`config.mk`:
```
export PLATFORM = sky130hd
export DESIGN_NAME = branch_queue
export DESIGN_NICKNAME = d
export VERILOG_FILES = /design/src/rtl/branch_queue_pkg.sv /design/src/rtl/branch_queue.sv
export SDC_FILE = /design/constraint.sdc
export NUM_CORES = 1
export LEC_CHECK = 0
export ABC_AREA = 1
export CAP_MARGIN = 10
export CORE_AREA = 2 2 122 124
export DETAILED_ROUTE_END_ITERATION = 8
export DIE_AREA = 0 0 124 126
export PLACE_DENSITY_LB_ADDON = 0.05
export SETUP_SLACK_MARGIN = 0.2
export SKIP_CTS_REPAIR_TIMING = 1
export SKIP_LAST_GASP = 1
export SLEW_MARGIN = 20
export SYNTH_ARGS = -nofsm -noshare
export SYNTH_HDL_FRONTEND = slang
export SYNTH_SLANG_ARGS = --single-unit
```
`constraint.sdc`:
```
create_clock -name clk -period 2.3 [get_ports clk]
set_input_delay 0.23 -clock clk [delete_from_list [all_inputs] [get_ports clk]]
set_output_delay 0.23 -clock clk [all_outputs]
set_load 0.03 [all_outputs]
```
`src/rtl/branch_queue_pkg.sv`:
```
// Shared processor definitions for the branch queue, the BPB and the dispatch unit.
// Holds the default queue geometry and the layout of one in-flight branch entry.
package branch_queue_pkg;

  localparam int BRQ_DEPTH    = 4;
  localparam int BRQ_BPB_ADDR = 3;
  localparam int BRQ_PC_W     = 32;
  localparam int BRQ_TAG_W    = $clog2(BRQ_DEPTH);

  typedef struct packed {
    logic                    valid;
    logic                    resolved;
    logic [BRQ_BPB_ADDR-1:0] bpb_addr;
    logic                    pred;
    logic                    taken;
    logic [BRQ_PC_W-1:0]     alt_pc;
  } brq_entry_t;

  function automatic logic is_mispredict(input logic pred, input logic taken);
    return pred != taken;
  endfunction

endpackage

```
`src/rtl/branch_queue.sv`:
```
// In-order branch queue: tags dispatched branches, records CDB outcomes and retires
// them in order, training the BPB and raising a registered flush on a misprediction.
module branch_queue
  import branch_queue_pkg::*;
#(
  parameter int DEPTH    = BRQ_DEPTH,
  parameter int BPB_ADDR = BRQ_BPB_ADDR,
  parameter int PC_W     = BRQ_PC_W,
  localparam int TAG_W   = $clog2(DEPTH)
) (
  input  logic                clk,
  input  logic                reset,
  input  logic                du_push,
  input  logic [BPB_ADDR-1:0] du_bpb_addr,
  input  logic                du_prediction,
  input  logic [PC_W-1:0]     du_alt_pc,
  output logic [TAG_W-1:0]    brq_tag_du,
  output logic                brq_full,
  output logic [TAG_W:0]      brq_count,
  input  logic                cdb_valid,
  input  logic [TAG_W-1:0]    cdb_tag,
  input  logic                cdb_taken,
  output logic                cdb_branch,
  output logic                cdb_branch_res,
  output logic [BPB_ADDR-1:0] cdb_bpb_addr,
  output logic                flush,
  output logic [PC_W-1:0]     flush_pc
);

  logic [DEPTH-1:0]    valid_q;
  logic [DEPTH-1:0]    resolved_q;
  logic [DEPTH-1:0]    pred_q;
  logic [DEPTH-1:0]    taken_q;
  logic [BPB_ADDR-1:0] bpb_addr_q [DEPTH];
  logic [PC_W-1:0]     alt_pc_q   [DEPTH];
  logic [TAG_W-1:0]    head_q;
  logic [TAG_W-1:0]    tail_q;
  logic [TAG_W:0]      count_q;

  logic push_ok;
  logic resolve_ok;
  logic retire;
  logic mispredict;

  assign brq_full   = (count_q == (TAG_W+1)'(DEPTH));
  assign brq_count  = count_q;
  assign brq_tag_du = tail_q;

  // The registered flush marks the recovery cycle, in which new work is not accepted.
  always_comb begin
    push_ok    = du_push && !brq_full && !flush;
    resolve_ok = cdb_valid && !flush && valid_q[cdb_tag] && !resolved_q[cdb_tag];
    retire     = valid_q[head_q] && resolved_q[head_q];
    mispredict = retire && is_mispredict(pred_q[head_q], taken_q[head_q]);
  end

  always_ff @(posedge clk) begin
    if (reset) begin
      valid_q        <= '0;
      resolved_q     <= '0;
      head_q         <= '0;
      tail_q         <= '0;
      count_q        <= '0;
      cdb_branch     <= 1'b0;
      cdb_branch_res <= 1'b0;
      cdb_bpb_addr   <= '0;
      flush          <= 1'b0;
      flush_pc       <= '0;
    end else begin
      cdb_branch     <= retire;
      cdb_branch_res <= retire && taken_q[head_q];
      flush          <= mispredict;
      if (retire) begin
        cdb_bpb_addr <= bpb_addr_q[head_q];
      end
      // A mispredicted retire squashes every younger branch, including a same-cycle push.
      if (mispredict) begin
        flush_pc   <= alt_pc_q[head_q];
        valid_q    <= '0;
        resolved_q <= '0;
        head_q     <= '0;
        tail_q     <= '0;
        count_q    <= '0;
      end else begin
        if (resolve_ok) begin
          resolved_q[cdb_tag] <= 1'b1;
        end
        if (retire) begin
          valid_q[head_q]    <= 1'b0;
          resolved_q[head_q] <= 1'b0;
          head_q             <= head_q + TAG_W'(1);
        end
        if (push_ok) begin
          valid_q[tail_q]    <= 1'b1;
          resolved_q[tail_q] <= 1'b0;
          tail_q             <= tail_q + TAG_W'(1);
        end
        if (push_ok && !retire) begin
          count_q <= count_q + (TAG_W+1)'(1);
        end else if (retire && !push_ok) begin
          count_q <= count_q - (TAG_W+1)'(1);
        end
      end
    end
  end

  // Payload fields are only read while their entry is valid, so they need no reset.
  always_ff @(posedge clk) begin
    if (push_ok) begin
      bpb_addr_q[tail_q] <= du_bpb_addr;
      pred_q[tail_q]     <= du_prediction;
      alt_pc_q[tail_q]   <= du_alt_pc;
    end
    if (resolve_ok) begin
      taken_q[cdb_tag] <= cdb_taken;
    end
  end

endmodule

```
==> metrics.txt <==
share of the synthesized area in the top cell type 0.5653; vias per inst 5.618; compound-cell area share of the yosys netlist 0.08372; ratio of cells with drive above 1 in the final layout 0.09288; H-Tree Depth 1; vias in the first global route 5,304; gr usage total 0.2256; Power Density 840.5 nW/um^2; Clk pwr share 0.402; largest family of logic cells by synthesized area simple AND/OR/NAND/NOR gates; clock skew between 10 and 15 ps; FMAX ~510 MHz; critical path required time 2670 ps; clock root cell clkbuf_16; commonest non-fill, non-tap cells in the layout edfxtp_1 (148), nor2_1 (91), clkdlybuf4s50_1 (85), nand2_1 (76), o21ai_0 (73); Slew headroom 0.6571; syn_area_per_cell 11.56 um^2; Skew-Pair Late Insertion Delay around 500 ps; multiplexer share of the synthesized area 0; max-cap viol count 0; Logic pwr share 0.084; Async SR Flop Fraction 0; CTS tree yes; RSZ-0062 raised after global routing yes; Detailed Place HPWL between 10,000 and 15,000 um; Switch Pwr 1830 uW; Post-Syn Instances 680; top_reg_cell synth edfxtp_1; total gr overflow 0; Slew Viols, Final 0; crit path launch type flop; CTS Sinks 201; number of distinct library cells after synthesis 26; die area around 16,000 um^2; via count around 5,400; First DRT Iteration DRCs between 300 and 400; LEAKAGE about 0.0036 uW; die width 124 um; largest net degree at the start of global routing 46; top post-synthesis cells by area edfxtp_1 (57%), dfxtp_1 (13%), o21ai_0 (4.7%); Int Power 6342 uW; flops & latches, synth about 200; Sw Ratio 0.2239; endpoints failing hold 0; Tightest Pin Transition approximately 510 ps; area grow syn2layout 23.68%; outcome finished clean; commonest non-fill, non-tap cell in the layout edfxtp_1; post-synth top area cell edfxtp_1; sequential share of power 0.515; DRT antenna net count 0; pre-CTS WS between 80 and 90 ps; Routability Congestion between 0.7 and 0.8; Min Clock Period, post-route 1944 ps; Layout Nets 823; DR DRC count 0; antenna violations before repair 0; Num CTS Buffers 22; Core Box Area 14,310 um^2; Port Buffers 86; Ys Warns 0; CTS clk-pin slew, worst paths 60 ps; Synthesized Nets approximately 730; Initial Util 0.5492; Core Rows 44; ant diodes 0; XOR/XNOR Fraction of Synth Area 0.002228; Tcrit/Tclk final 0.8454; post-synthesis simple-gate area fraction 0.1572; EDFF count, synth about 150; CP endpoint kind flop; Die Y about 130 um; Peak VDD IR approximately 0.71 mV; Hold Crit Class in2reg; clock tree buffer depth 3; setup TNS 0 ps; Mapped Area about 7900 um^2; critical-path maximum fanout 9; detailed-router iteration count before antenna repair 6; routed wire length about 17,000 um; wire per inst around 18 um; sequential fraction of the synthesis area 0.7003; Setup Viol. Count Final 0; final worst slack around 360 ps; first-pass GRT wire length roughly 27,000 um; IO Pins 87; critical path class reg2reg; adder and majority cell fraction of the synthesized area 0.01687; CP arrival between 2000 and 2500 ps
==> layer usage <==
layer	GRT usage	routed length, um
met5	0	0
met4	0.05486	272
met3	0.03351	970
met2	0.3759	8461
met1	0.3143	7577
==> worst max-delay path: stages, from the launching register on <==
cell	delay, ps
dfxtp_4	400
inv_2	70
nand3_1	110
nand3_4	120
nand2_4	90
ha_1	140
inv_1	70
fa_1	380
o21ai_1	140
a21oi_1	70
xnor2_1	180
nor2_1	70
==> metrics by stage <==
step	utilization	std cells	hold WS, ps	cell area, um^2	total power (uW)
after floorplan	-	680	302.4	7861	4632
after global placement	0.6279	929	455.5	8987	4945
after detailed placement	0.6279	929	460.3	8987	4964
after CTS	0.6754	969	349.2	9668	8223
after global routing	0.6793	970	363.8	9723	8462
final	0.6793	970	368.8	9723	8172
==> flip-flops by register name (all words and copies together) (netlist names) <==
| name | flops |
|---|---|
| brq_tag_du | 2 |
| cdb_bpb_addr | 3 |
| valid_q | 4 |
| cdb_branch_res | 1 |
| bpb_addr_q | 12 |
| brq_count | 3 |
| cdb_branch | 1 |
| taken_q | 4 |
| resolved_q | 4 |
| flush | 1 |
| head_q | 2 |
| alt_pc_q | 128 |
| flush_pc | 32 |
| pred_q | 4 |
==> final timing paths <==
check           startpoint               to  slack, ps  cells after the start
min          du_alt_pc[20]  alt_pc_q[2][20]        370                      1
max              head_q[0]     brq_count[2]        360                     11
max reg2reg      head_q[0]     brq_count[2]        360                     11
min reg2reg   flush_pc[12]     flush_pc[12]        460                      2
==> power groups by stage <==
stage / registers [uW] / clock network [uW] / logic [uW]
after floorplan: 4310 / 0 / 323
after global placement: 4280 / 0 / 669
after detailed placement: 4280 / 0 / 683
after CTS: 4210 / 3330 / 686
after global routing: 4220 / 3480 / 757
final: 4210 / 3280 / 684
==> synth_stat cells (all sizes together), types with 13 or more instances <==
master / instances
nand3: 62
nand4: 37
dfxtp: 53
buf: 16
edfxtp: 148
o21ai: 74
nor2: 91
a21oi: 13
nand2: 80
inv: 28
clkbuf: 26
o22ai: 35
==> kinds of logic after synthesis <==
family / after synthesis
AND/OR/NAND/NOR: 275
flip-flops: 201
AO/OA/AOI/OAI: 122
buffers and inverters: 70
adder cells (fa/ha/maj): 10
XOR/XNOR: 2
==> cell type report <==
class	instances	area, um^2
clock buffers	30	601.8
clock inverters	10	78.83
fillers	1078	4591
inverters	28	105.1
multi-input cells	409	2082
flip-flops and latches	201	5512
well taps	184	230.2
repair buffers	108	1114
Power figures use the tool's default switching activity.
